==> config.mk <==
export PLATFORM = sky130hd
export DESIGN_NAME = accum_8b_flat
export DESIGN_NICKNAME = d
export VERILOG_FILES = /design/src/rtl/acc_pkg.sv /design/src/rtl/accum_8b_if.sv /design/src/rtl/full_adder_8b.sv /design/src/rtl/accum_8b.sv /design/src/flat_wrapper.sv
export SDC_FILE = /design/constraint.sdc
export NUM_CORES = 1
export LEC_CHECK = 0
export CAP_MARGIN = 40
export CORE_UTILIZATION = 48
export DETAILED_ROUTE_END_ITERATION = 16
export HOLD_SLACK_MARGIN = 0.12
export MAX_ROUTING_LAYER = met4
export PLACE_DENSITY_LB_ADDON = 0.15
export SLEW_MARGIN = 20
export SYNTH_ARGS = -nofsm -noshare
export SYNTH_HDL_FRONTEND = slang
export SYNTH_SLANG_ARGS = --single-unit
==> constraint.sdc <==
create_clock -name clk -period 4.6 [get_ports clk]
set_input_delay 1.38 -clock clk [delete_from_list [all_inputs] [get_ports clk]]
set_output_delay 1.38 -clock clk [all_outputs]
set_load 0.01 [all_outputs]
==> src/rtl/acc_pkg.sv <==
// Shared types and constants for the batch accumulator.
package acc_pkg;

  localparam int unsigned ACC_W = 8;

  // Batch controller states: collecting operands, or presenting a finished sum.
  typedef enum logic {
    ST_ACCUM = 1'b0,
    ST_HOLD  = 1'b1
  } state_e;

  // Saturating select used when the accumulator is configured to clamp on overflow.
  function automatic logic [ACC_W-1:0] clamp_on_carry(input logic [ACC_W-1:0] sum,
                                                      input logic             carry);
    return carry ? {ACC_W{1'b1}} : sum;
  endfunction

endpackage

==> src/rtl/accum_8b_if.sv <==
// Operand-in / batch-result-out handshake bundle for accum_8b.
interface accum_8b_if;
  import acc_pkg::*;

  logic             in_valid;
  logic             in_ready;
  logic [ACC_W-1:0] in_data;
  logic             out_valid;
  logic             out_ready;
  logic [ACC_W-1:0] out_sum;
  logic             out_carry;

  // Producer of operands and consumer of results.
  modport master (
    output in_valid, in_data, out_ready,
    input  in_ready, out_valid, out_sum, out_carry
  );

  // The accumulator itself.
  modport slave (
    input  in_valid, in_data, out_ready,
    output in_ready, out_valid, out_sum, out_carry
  );

endinterface

==> src/rtl/full_adder_8b.sv <==
// 8-bit ripple-carry adder with carry-in and carry-out.
module full_adder_8b (
  input  logic [7:0] a,
  input  logic [7:0] b,
  input  logic       ci,
  output logic [7:0] s,
  output logic       co8
);

  logic [8:0] c;

  // Ripple the carry through eight full-adder cells.
  always_comb begin
    c[0] = ci;
    for (int i = 0; i < 8; i++) begin
      s[i]     = a[i] ^ b[i] ^ c[i];
      c[i + 1] = (a[i] & b[i]) | (c[i] & (a[i] ^ b[i]));
    end
    co8 = c[8];
  end

endmodule

==> src/rtl/accum_8b.sv <==
// Batch accumulator: sums N_OPS operands through one full_adder_8b and holds
// the sum plus a sticky overflow flag until the consumer takes it.
// Build option: define ACC_SATURATE_EN to clamp the running sum at 8'hFF on
// overflow instead of wrapping modulo 256.
module accum_8b
  import acc_pkg::*;
#(
  parameter int unsigned N_OPS = 4,
  parameter int unsigned CNT_W = 8
) (
  input  logic        clk,
  input  logic        rst,
  accum_8b_if.slave   bus
);

  state_e             state_q, state_d;
  logic [CNT_W-1:0]   cnt_q, cnt_d;
  logic [ACC_W-1:0]   acc_q, acc_d;
  logic               carry_q, carry_d;

  logic [ACC_W-1:0]   add_s;
  logic               add_co;
  logic               accept_c;
  logic               last_c;

  full_adder_8b u_add (
    .a   (acc_q),
    .b   (bus.in_data),
    .ci  (1'b0),
    .s   (add_s),
    .co8 (add_co)
  );

  // Handshake view of the state; outputs come straight from flops.
  assign bus.in_ready  = ~rst & (state_q == ST_ACCUM);
  assign bus.out_valid = (state_q == ST_HOLD);
  assign bus.out_sum   = acc_q;
  assign bus.out_carry = carry_q;

  assign accept_c = bus.in_valid & bus.in_ready;
  assign last_c   = (cnt_q == CNT_W'(N_OPS - 1));

  // Next-state: accumulate accepted operands, close the batch, release on take.
  always_comb begin
    state_d = state_q;
    cnt_d   = cnt_q;
    acc_d   = acc_q;
    carry_d = carry_q;
    case (state_q)
      ST_ACCUM: begin
        if (accept_c) begin
`ifdef ACC_SATURATE_EN
          acc_d = clamp_on_carry(add_s, add_co);
`else
          acc_d = add_s;
`endif
          carry_d = carry_q | add_co;
          if (last_c) begin
            cnt_d   = '0;
            state_d = ST_HOLD;
          end else begin
            cnt_d = cnt_q + CNT_W'(1);
          end
        end
      end
      ST_HOLD: begin
        if (bus.out_ready) begin
          acc_d   = '0;
          carry_d = 1'b0;
          state_d = ST_ACCUM;
        end
      end
    endcase
  end

  // State registers with synchronous reset.
  always_ff @(posedge clk) begin
    if (rst) begin
      state_q <= ST_ACCUM;
      cnt_q   <= '0;
      acc_q   <= '0;
      carry_q <= 1'b0;
    end else begin
      state_q <= state_d;
      cnt_q   <= cnt_d;
      acc_q   <= acc_d;
      carry_q <= carry_d;
    end
  end

endmodule

==> src/flat_wrapper.sv <==
// flat-port wrapper written by rule: the top's interface ports become plain ports
module accum_8b_flat import acc_pkg::*;
#(
  parameter int unsigned N_OPS = 4,
  parameter int unsigned CNT_W = 8
)
  (clk, rst, bus_in_valid, bus_in_data, bus_out_ready, bus_in_ready, bus_out_valid, bus_out_sum, bus_out_carry);
  accum_8b_if bus_i ();
  input  logic clk;
  input  logic rst;
  input wire logic [$bits(bus_i.in_valid)-1:0] bus_in_valid;
  input wire logic [$bits(bus_i.in_data)-1:0] bus_in_data;
  input wire logic [$bits(bus_i.out_ready)-1:0] bus_out_ready;
  output wire logic [$bits(bus_i.in_ready)-1:0] bus_in_ready;
  output wire logic [$bits(bus_i.out_valid)-1:0] bus_out_valid;
  output wire logic [$bits(bus_i.out_sum)-1:0] bus_out_sum;
  output wire logic [$bits(bus_i.out_carry)-1:0] bus_out_carry;
  assign bus_i.in_valid = bus_in_valid;
  assign bus_i.in_data = bus_in_data;
  assign bus_i.out_ready = bus_out_ready;
  assign bus_in_ready = bus_i.in_ready;
  assign bus_out_valid = bus_i.out_valid;
  assign bus_out_sum = bus_i.out_sum;
  assign bus_out_carry = bus_i.out_carry;
  accum_8b #(.N_OPS(N_OPS), .CNT_W(CNT_W)) u_core (.clk(clk), .rst(rst), .bus(bus_i));
endmodule
### Yosys cells after proc, flatten, opt, wreduce, memory -nomap -nowiden

Index checks and enable logic that the tools add are counted.

* flip-flop bits (word level): 18
* bits of input ports: 12

* $add $sub $neg: 1
* eq/ne operators: 3
* multiplexer cells: 11
* bitwise operators: 42
* reductions and logical operators: 2

Operator list (number)
* $mux 8: 3
* $and 1x1->1: 17
* $pmux 8 s2: 1
* $xor 1x1->1: 15
* $add 8x1->8 const B: 1
* $eq 8x2->1 const B: 1
* $or 1x1->1: 8
* $mux 1: 5
* $pmux 1 s2: 2
* $reduce_and 2->1: 2
* $ne 2x1->1 const B: 1
* $ne 2x2->1 const B: 1
* $not 1->1: 2

### Depth between registers and ports, before layout

Gate-level depths: netlist of run 1.

* depth after elaboration: 18
* mapped depth: 12
* mapped depth without buffers: 12

### Modules after synthesis

From an unflattened synthesis of run 1, not the netlist that was laid out.

* cell total of the unflattened synthesis: 91
* area total of the unflattened synthesis: 925.9 sq um

Modules (own cells, without submodules)
* accum_8b: instances 1, cells an instance 73, area each 728.2 sq um
* full_adder_8b: instances 1, cells an instance 18, area each 197.7 sq um

### Least setup slack after synthesis of run 1

OpenSTA, ideal clock, no wires.

* path type: input-to-reg
* start point: in bus_in_data[0]
* end point: reg u_core.acc_q[7], in the netlist u_core.bus.out_sum[7]
* arrival: 4.031 ns
* path slack: 0.442 ns
* stages: 12
* buffers on the path: 0
* cells stage by stage: ha_1 -> inv_1 -> fa_1 -> fa_1 -> fa_1 -> fa_1 -> inv_1 -> fa_1 -> fa_1 -> fa_1 -> a22oi_1 -> nor2_1

* cells in the longest elaborated chain, start to end: 16

RTL lines
* start: declaration: line flat_wrapper.sv:12 `input wire logic [$bits(bus_i.in_data)-1:0] bus_in_data;`
* $and 1x1->1 (2 in series): line full_adder_8b.sv:17 `c[i + 1] = (a[i] & b[i]) | (c[i] & (a[i] ^ b[i]));`
* $or 1x1->1: line full_adder_8b.sv:17
* $and 1x1->1: line full_adder_8b.sv:17
* $or 1x1->1: line full_adder_8b.sv:17
* $and 1x1->1: line full_adder_8b.sv:17
* $or 1x1->1: line full_adder_8b.sv:17
* $and 1x1->1: line full_adder_8b.sv:17
* $or 1x1->1: line full_adder_8b.sv:17
* $and 1x1->1: line full_adder_8b.sv:17
* $or 1x1->1: line full_adder_8b.sv:17
* $and 1x1->1: line full_adder_8b.sv:17
* $or 1x1->1: line full_adder_8b.sv:17
* $xor 1x1->1: line full_adder_8b.sv:16 `s[i] = a[i] ^ b[i] ^ c[i];`
* $mux 8: line accum_8b.sv:51 `if (accept_c) begin`
* $pmux 8 s2: line accum_8b.sv:49 `case (state_q)`
* end signal: assignment: line accum_8b.sv:81 `acc_q <= '0;`
* end signal: assignment: line accum_8b.sv:86 `acc_q <= acc_d;`
* end: declaration: line accum_8b.sv:18 `logic [ACC_W-1:0] acc_q, acc_d;`

No other way between the ends. The select of a mux whose other input is x is not followed.
A chain may end at the register's enable or synchronous reset.

### Worst setup path in the final report of run 1

Same ends and word-level chain as after synthesis.

==> impl_summary.md, run 1 <==
Power
The power per unit of standard cell area is 285 nW/µm². VDD sags by at most 0.189 mV. The design draws 0.000359 W.

The static power due to leakage is 0.484 nW.

CTS
The clock net sink count is 18. Clock-pin slew was measured on the worst setup and hold paths at 110 ps. The cell sitting at the root of the clock tree is a clkbuf_4. The maximum count of clock buffers along a single path is 2.

TritonCTS built the clock tree. The later pin in the worst-skew pair is clocked with a latency of 290 ps. In this run the number of H-tree levels came out at 1. The number of buffers added by the clock tree synthesis step is 3.

Detailed routing
The iteration count of the initial detailed-routing pass is 4. In the routed layout, each cell is associated on average with a via count of 5.28. The routed layout has 803 vias. In this run the remaining antenna-violating nets after routing total 0. After the first detailed-routing iteration, the DRC count stood at 11. The final layout contains routed wiring with a total length of 1960 µm. After detailed routing, the average wire length per cell comes to 12.9 µm.

The DRC violations left is 0.

Logic synthesis
Yosys attributes the largest share of cell area to dfxtp_1 (36%), fa_1 (14%), nor2_1 (4.2%). When the netlist entered floorplanning its net count stood at 124. The sequential share of the synthesized area is 0.363. Averaged over all synthesized cells, the footprint is 9.65 µm². The cell taking the most area after synthesis is dfxtp_1. Among all flip-flop cells after synthesis, the most frequent one is dfxtp_1. The yosys synthesis warning count is 0. The share of synthesized area in the top cell type comes to 0.363. The synthesized netlist contains 31 unique library cells. In this run the cell area of the synthesized design comes to 993 µm².

Sorting the synthesized cells by how often they occur yields dfxtp_1 (18), nor2_1 (11), inv_1 (10). The flip-flop and latch count after synthesis is 18. The fraction of registers with async set/reset is 0. The instance count of the mapped netlist is 103. Counting flops with a built-in enable in the synthesized netlist gives 0. The most common cell in the synthesized netlist is dfxtp_1.

GRT
The overall overflow remaining after global route is 0. The number of global-route vias before repair was 728. The total global-route track usage is 0.207. Entering global routing, the biggest net connects 18 pins.

The first global-routing pass estimated 3130 µm of wire. The initial antenna violation count came to 0.

Critical path
The critical path capture point type is a flop. The startpoint type of the worst setup path is a primary input. The kind of critical path is primary input to flop. In this design, the critical path's most frequently occurring cell is fa_1. The signal on the critical path passes through clkdlybuf4s50_1 > ha_1 > inv_1 > fa_1 > fa_2 > fa_2 > fa_1 > inv_1 > fa_1 > fa_1 > fa_1 > a22oi_1 > nor2_1. The worst-path maximum fanout is 1.

In this design, the stage delay of the slowest critical-path cell is 460 ps. The critical path data arrival time is 4570 ps. Broken down by cell family, the worst path's largest delay share belongs to adder cells. The required time of the worst setup path is 4790 ps. The cell at the slowest stage of the critical path is clkdlybuf4s50_1. Counting both buffers and inverters, the worst setup path holds a total of 3.

Timing
The number of failing setup endpoints in the final timing report is 0. On the final layout, the worst hold slack is 488 ps. Setup repair after global routing left no endpoint under its margin. The ratio of final minimum period to clock period is 0.953. Between clock sinks in the finished design, the worst skew comes to 3.72 ps. The slew at the pin with the worst max-slew slack is 685 ps. The hold violation total from the final report was 0.

The worst max-slew margin expressed relative to the limit is 0.531. Timing would allow up to 228 MHz. The final critical delay including setup and external delays is 4380 ps. The max-slew violation count is 0. For the final routed database, the setup TNS stands at 0 ps.

Layout
After the last flow step, the layout net total stands at 147. The layout has 193 filler cells. The number of antenna diodes in the final layout is 0. The summed area of non-filler cells in the final layout is 1260 µm². The fraction of final layout cells sized beyond drive strength 1 is 0.104.

The post-layout instance count excluding filler cells is 152. Compared with the post-synthesis result, the final layout area differs by 27.0%.

Floorplan
Measured along the x axis, the die boundary spans 47.5 µm. The initialized floorplan defines 16 standard-cell rows. For this configuration, the core starts out at a cell density of 0.506. The number of primary I/O pins is 23. The core box area is 1960 µm².

The die span in y is 47.5 µm. The die covers 2260 µm².

Placed design
The placed instances occupy a cell area of 1220 µm². The number of cells in the design after placement is 148. During placement, the flow inserted port buffers numbering 22. Detailed placement ended at an HPWL of 1500 µm. The congestion estimate from routability-driven global placement came to 0.752.

Outcome
The flow ran to the end, and the final reports show no timing, DRC or antenna violations.

Min path
The worst hold path belongs to the class flop to flop.

Job
Across the run, the number of max-cap violations was 0.
## cell families (layout without fill, tap and decap cells)
family | Yosys count | count (layout) | synth area share
AOI/OAI and AO/OA | 26 | 26 | 0.176
and+or+nand+nor | 34 | 34 | 0.212
adders and majority gates | 9 | 9 | 0.166
DFF | 18 | 18 | 0.363
muxes | 1 | 1 | 0.0101
buffers and inverters | 15 | 37 | 0.0730
## flip-flops by register name, summed over array words and instances (netlist names)
name	cells
u_core.bus.out_carry	1
u_core.bus.out_sum	8
u_core.bus.out_valid	1
u_core.cnt_q	8
## final timing paths
check	depth (start not counted)	startpoint	slack, ps	endpoint
worst max-delay path	13	bus_in_data[0]	220	u_core.bus.out_sum[7]
worst max register to register	12	u_core.bus.out_sum[0]	1380	u_core.bus.out_sum[7]
worst min register to register	2	u_core.cnt_q[7]	490	u_core.cnt_q[7]
worst min-delay path	2	u_core.cnt_q[7]	490	u_core.cnt_q[7]
## repair_timing
| item | 4_1_cts | 5_1_grt |
|---|---|---|
| endpoints found under the setup margin | 0 | 1 |
| hold buffers | 0 | 0 |
| resized for setup | 0 | 2 |
| buffers inserted | 0 | 0 |
## per-stage QoR
step           utilization  worst slack [ps]
6_report             0.643               217
5_1_grt              0.643              47.3
4_1_cts              0.640               104
3_5_place_dp         0.622              -200
3_3_place_gp         0.622             -64.2
2_1_floorplan            -               442
## layout make-up
class / instances / area (µm²) / area share
well taps: 27 / 33.8 / 0.0268
inverters: 10 / 37.5 / 0.0298
flip-flops and latches: 18 / 360 / 0.286
clock buffers: 4 / 36.3 / 0.0288
repair buffers: 23 / 228 / 0.181
multi-input cells: 70 / 566 / 0.448
## routing by layer
| layer | up-vias | track usage | share of wire |
|---|---|---|---|
| met5 | - | - | 0 |
| met4 | 0 | 0.0686 | 0.015 |
| met3 | 4 | 0.0340 | 0.037 |
| met2 | 22 | 0.329 | 0.50 |
| met1 | 375 | 0.268 | 0.45 |
| li1 | 402 | - | - |
## tightest hold or removal path, stage by stage, from the launching register on
cell     delay [ps]
dfxtp_1         340
o31ai_1          60
a21oi_1          50
## where the power goes
| group | internal, W | leakage [nW] | switching (W) | total, W |
|---|---|---|---|---|
| clock network | 0.0000482 | 0.0210 | 0.0000496 | 0.0000978 |
| logic | 0.0000498 | 0.317 | 0.0000370 | 0.0000867 |
| registers | 0.000166 | 0.147 | 0.00000863 | 0.000174 |
## cell usage in the layout, fill, tap and decap left out, types with 2 or more instances in the layout
master,instances
ha_1,2
clkbuf_4,3
a2bb2oi_1,4
clkdlybuf4s50_1,22
o31ai_1,2
fa_1,5
or3_1,3
inv_1,10
a21oi_1,8
dfxtp_1,18
nand2_1,8
nor2_1,11
fa_2,2
o21ai_0,4
a22oi_1,5
No activity file was read; power rests on OpenSTA's default activity.
==> inputs of run 2 (changes only) <==
--- a/config.mk
+++ b/config.mk
@@ -6,12 +6,11 @@
 export NUM_CORES = 1
 export LEC_CHECK = 0
 export CAP_MARGIN = 40
-export CORE_UTILIZATION = 48
+export CORE_UTILIZATION = 52
 export DETAILED_ROUTE_END_ITERATION = 16
 export HOLD_SLACK_MARGIN = 0.12
 export MAX_ROUTING_LAYER = met4
 export PLACE_DENSITY_LB_ADDON = 0.15
-export SLEW_MARGIN = 20
 export SYNTH_ARGS = -nofsm -noshare
 export SYNTH_HDL_FRONTEND = slang
 export SYNTH_SLANG_ARGS = --single-unit
==> constraint.sdc (replaced) <==
create_clock -name clk -period 5.2 [get_ports clk]
set_input_delay 1.56 -clock clk [delete_from_list [all_inputs] [get_ports clk]]
set_output_delay 1.56 -clock clk [all_outputs]
set_load 0.01 [all_outputs]
==> run 2 against run 1 <==
- combinational power fell by 13%
- largest power group unchanged
- wire length fell by 0.77%
- die area fell by 7.4%
- clock-buffer cell count did not move
- utilization rose by 6.8 points
- non-clock buffer count did not move
- critical path depth did not move
- clock skew rose by 7.3 ps
- final cell count fell by 1.3%
- clock power fell by 12%
- via count fell by 0.75%
==> impl_summary.md, run 2 (synthesis results as in run 1) <==
Detailed routing
Before antenna repair, the detailed router went through 4 iterations. In this run, the number of DRC markers left after iteration 0 of detailed routing was 10. The average via count per standard cell is 5.31. The detailed-route via count is 797. For this block, the routed nets add up to 1940 µm of wire. In the routed design, unresolved DRC markers number 0.

Once detail routing completed, the nets flagged for antenna violations numbered 0. After detailed routing, the average wire length per cell comes to 12.9 µm.

Placed design
The count of buffers inserted at the top-level ports is 22. The placed wire-length estimate after detailed placement is 1480 µm. The final RePlAce weighted congestion is 0.811.

CTS
The buffers inserted during post-CTS setup optimization is 0. The number of gates resized after CTS was 0. The number of clock buffers added by TritonCTS is 3. CTS placed an instance of clkbuf_4 at the clock tree root. Counting every sink on the clock net gives 18.

After clock tree synthesis, the clock-pin slew on the worst setup and hold paths is 110 ps. The number of hold buffers added after CTS was 0. The maximum count of clock buffers along a single path is 2. TritonCTS built the clock tree. The total number of H-tree levels is 1. The clock insertion delay at the later pin of the skew report is 300 ps.

Floorplan
The total area inside the core boundary comes to 1760 µm². The horizontal extent of the die is 45.7 µm. The floorplan step defined a die boundary enclosing 2090 µm². The number of rows in the core area is 15. For this configuration, the core starts out at a cell density of 0.563. The die span in y is 45.7 µm. For this design the top-level I/O count stands at 23.

Timing
Dividing the final minimum period by the clock period gives 0.893. The number of failing setup endpoints in the final timing report is 0. The max-slew violation count is 0.

The final critical delay including setup and external delays is 4650 ps. The final sum of negative setup slack is 0 ps. For the pin with the worst max-slew slack, the measured transition is 701 ps. Between clock sinks in the finished design, the worst skew comes to 11.0 ps.

The hold violation total from the final report is 0. Setup repair after global routing left no endpoint under its margin. The timing-limited maximum frequency is 215 MHz. The worst max-slew margin expressed relative to the limit is 0.519.

Power
The static power due to leakage is 0.485 nW. Summing internal, switching and leakage power gives 0.000316 W. The power per unit of standard cell area is 252 nW/µm². The largest vdd supply drop is 0.292 mV.

Critical path
STA classifies the critical path startpoint as a primary input. Data arrives at the worst endpoint at 4830 ps. The required time of the worst setup path is 5390 ps. The critical path capture point type is a flop. The critical path in this run is classified as primary input to flop. The worst-path maximum fanout is 1.

GRT
The first global-routing pass estimated 3210 µm of wire. Entering global routing, the biggest net connects 19 pins. The total global-route track usage is 0.219. The overall overflow remaining after global route is 0. The number of global-route vias before repair is 781. The initial antenna violation count came to 0.

Layout
The number of antenna diodes in the final layout is 0. The layout overhead on the synthesized area is 26.2%. The most frequent standard cell in the layout excluding fill and tap cells is clkdlybuf4s50_1. In the layout the commonest cells are clkdlybuf4s50_1 (22), dfxtp_1 (18), nor2_1 (11), inv_1 (10).

In the final layout, the share of cells above drive strength 1 is 0.0880. The number of nets in the layout is 147.

Job
Max-cap violations in this run came to 0.

Min path
The worst hold-check path type is flop to flop.

Outcome
The run finished with clean final reports.
## run 2: changes by cell type in the layout (fill, tap and decap cells not counted)
cell,before,now
fa_2,2,0
fa_1,5,7
## run 2: routing by layer
layer  share of wire  global-route usage  vias to the layer above
li1                -                   -                      406
met1            0.44               0.252                      377
met2            0.52               0.371                       12
met3           0.032              0.0595                        2
met4          0.0041              0.0647                        0
met5               0                   -                        -
## run 2: worst paths after layout
check / start / cells after the start / to / slack, ps
min reg2reg: u_core.cnt_q[7] / 2 / u_core.cnt_q[7] / 500
max reg2reg: u_core.bus.out_sum[0] / 12 / u_core.bus.out_sum[7] / 1890
max: bus_in_data[0] / 13 / u_core.bus.out_sum[7] / 550
min: u_core.cnt_q[7] / 2 / u_core.cnt_q[7] / 500
## run 2: per-stage QoR
stage | util | instance area [µm²] | instances | worst slack [ps] | hold slack (ps)
3_3_place_gp | 0.690 | 1220 | 146 | 340 | 466
3_5_place_dp | 0.690 | 1220 | 146 | 234 | 481
4_1_cts | 0.711 | 1250 | 150 | 545 | 502
6_report | 0.711 | 1250 | 150 | 554 | 496
2_1_floorplan | - | 993 | 103 | 862 | 452
5_1_grt | 0.711 | 1250 | 150 | 395 | 529
## run 2: report_power, final
part	total, W	switching (W)	internal, W
combinational	0.0000756	0.0000323	0.0000433
clock	0.0000857	0.0000430	0.0000427
sequential	0.000155	0.00000835	0.000147
total	0.000316	0.0000837	0.000233
## run 2: worst max-delay path: stages
cell and delay [ps]:
clkdlybuf4s50_1 460, ha_1 130, inv_1 50, fa_1 370
fa_1 390, fa_1 390, fa_1 370, inv_1 70
fa_1 190, fa_1 200, fa_1 420, a22oi_1 180
nor2_1 60
## run 2: area by class of cell
cell class	count	area (µm²)
clock buffers	4	36.3
repair buffers	23	228
flip-flops and latches	18	360
fillers	157	510
well taps	25	31.3
inverters	10	37.5
multi-input cells	70	561
==> inputs of run 3 (changes only) <==
--- a/config.mk
+++ b/config.mk
@@ -6,6 +6,7 @@
 export NUM_CORES = 1
 export LEC_CHECK = 0
 export CAP_MARGIN = 40
+export CORE_MARGIN = 2
 export CORE_UTILIZATION = 52
 export DETAILED_ROUTE_END_ITERATION = 16
 export HOLD_SLACK_MARGIN = 0.12
==> run 3 against run 2 <==
- die area grew 8.9%
- wire length shrank 0.57%
- non-clock buffer count unchanged
- worst setup slack improved by 23 ps
- highest routed layer is now met3
- first-iteration DRC count is 80% higher
- via count is 0.50% lower
- sequential power barely moved
- fmax grew 0.49%
- critical endpoint unchanged
- power fell by 0.25%
- utilization unchanged
==> impl_summary.md, run 3 (synthesis results as in run 1) <==
Outcome
The run finished with clean final reports.

Critical path
The worst-path maximum fanout is 1. The worst setup path is of the primary input to flop kind. Counting stages on the worst path, the most repeated cell is fa_1. Among all stages on the critical path, the largest delay is contributed by clkdlybuf4s50_1.

Counting both buffers and inverters, the worst setup path holds a total of 3. Traced cell by cell, the critical path runs through clkdlybuf4s50_1 > ha_1 > inv_1 > fa_1 > fa_1 > fa_1 > fa_1 > inv_1 > fa_1 > fa_1 > fa_1 > a22oi_1 > nor2_1. The required time of the worst setup path is 5380 ps. The worst register-to-register path begins at u_core.bus.out_sum[0]. Tracing the worst setup path back leads to its startpoint at bus_in_data[0]. The startpoint type of the worst setup path is a primary input. For this run, the slowest stage of the critical path takes 460 ps.

The critical path capture point type is a flop. Data arrives at the worst endpoint at 4810 ps. The critical path's top delay family is adder cells.

CTS
The clock transition time at the flip-flop clock pins of the worst setup and hold paths is 100 ps. The buffers inserted during post-CTS setup optimization is 0. In this run the clock root is driven by a clkbuf_4. The number of cells upsized or downsized after cts is 0. TritonCTS built the clock tree. The number of buffers added by the clock tree synthesis step is 3. The maximum count of clock buffers along a single path is 2.

The total number of H-tree levels is 1. Counting every sink on the clock net gives 18. For the worst-skew pair, the clock arrives at the later sink with an insertion delay of 290 ps. The count of hold-fix buffers inserted at cts is 0.

Power
VDD sags by at most 0.198 mV. The static power due to leakage is 0.485 nW. For this design the ratio of total power to cell area is 252 nW/µm².

Floorplan
The die span in y is 47.7 µm. 23 I/O pins were placed. The die is 47.7 µm wide. In this run the core area contains 15 standard-cell rows. For this configuration, the core starts out at a cell density of 0.563.

The core region is 1760 µm². The area enclosed by the die boundary is 2280 µm².

Timing
Setup violations remaining at the end of the flow were counted as 0. Setup slack on the critical path of the routed design comes to 577 ps. The max-slew violation count is 0. For this run, the top clock speed supported by timing is 216 MHz. The slew at the pin with the worst max-slew slack is 700 ps. The final sum of negative setup slack is 0 ps. The worst max-slew margin expressed relative to the limit is 0.520. On the final layout, the worst clock skew is 7.40 ps. Setup repair after global routing left no endpoint under its margin.

The ratio of final minimum period to clock period is 0.889. The hold violation total from the final report is 0. The final critical delay including setup and external delays is 4620 ps.

Detailed routing
The routed wirelength normalized by instance count is 12.9 µm. The final layout contains routed wiring with a total length of 1930 µm. The count of nets left with antenna violations once routing finished came out at 0. The DRC violations left is 0. The detailed-route via count is 793. In this run, the number of DRC markers left after iteration 0 of detailed routing was 18. The average via count per standard cell is 5.29. The iteration count of the initial detailed-routing pass is 4.

GRT
Entering global routing, the biggest net connects 19 pins. The total global-route track usage is 0.201. The first-pass GRT wire length is 3040 µm.

The initial antenna violation count was 0. The number of global-route vias before repair is 731. The overall overflow remaining after global route is 0.

Layout
Compared with the post-synthesis result, the final layout area differs by 26.2%. The diode insertion count for antenna repair is 0. Of the cells placed in the final design, the portion with a size suffix greater than 1 is 0.0880. In the final design database the tool counted 147 nets. The library cells used most frequently in the layout, excluding fill and tap cells, are clkdlybuf4s50_1 (22), dfxtp_1 (18), nor2_1 (11), inv_1 (10).

The most frequent standard cell in the layout excluding fill and tap cells is clkdlybuf4s50_1. The finished layout holds 150 standard cells, fillers aside.

Min path
The worst hold path belongs to the class flop to flop. The startpoint identified for the worst hold timing path is u_core.cnt_q[7].

Placed design
The count of buffers inserted at the top-level ports is 22. Once detailed placement completed, the half-perimeter wirelength came to 1470 µm. Timing analysis after detailed placement gives a worst setup slack of 238 ps.

The final RePlAce weighted congestion is 0.762. In this run, placement finished with an instance count of 146.

Job
The max-cap violation count is 0.
## run 3: cell counts in the layout (fill, tap and decap cells not counted)
Identical to the previous run, type by type.
## run 3: layout make-up
type | instances | area (µm²)
multi-input combinational | 70 | 561
fill | 147 | 510
sequential | 18 | 360
timing repair buffer | 23 | 228
inverter | 10 | 37.5
clock buffer | 4 | 36.3
tap | 25 | 31.3
## run 3: power by group
group | total (W) | internal (W) | switching, W
combinational | 0.0000752 | 0.0000431 | 0.0000321
clock | 0.0000854 | 0.0000427 | 0.0000427
sequential | 0.000155 | 0.000147 | 0.00000827
total | 0.000316 | 0.000232 | 0.0000831
## run 3: routing by layer
| layer | track usage | wire [µm] | vias to the layer above |
|---|---|---|---|
| li1 | - | - | 406 |
| met1 | 0.220 | 862 | 374 |
| met2 | 0.349 | 999 | 13 |
| met3 | 0.0679 | 69 | 0 |
| met4 | 0.0486 | 0 | 0 |
| met5 | - | 0 | - |
## run 3: worst min-delay path, delay by kind of cell, from the launching register on
family | cells | cell delay (ps)
flip-flops | 1 | 340
AO/OA/AOI/OAI | 2 | 120
## run 3: worst paths after layout
path	cells after the start	slack [ps]	end
worst max register to register	12	1900	u_core.bus.out_sum[7]
worst max-delay path	13	580	u_core.bus.out_sum[7]
worst min-delay path	2	490	u_core.cnt_q[7]
worst min register to register	2	490	u_core.cnt_q[7]
## run 3: stage by stage
step / total power, W / area, µm² / util / hold WS (ps)
3_5_place_dp: 0.000233 / 1220 / 0.690 / 479
4_1_cts: 0.000320 / 1250 / 0.711 / 495
6_report: 0.000316 / 1250 / 0.711 / 492
5_1_grt: 0.000334 / 1250 / 0.711 / 506
2_1_floorplan: 0.000199 / 993 / - / 452
3_3_place_gp: 0.000230 / 1220 / 0.690 / 466
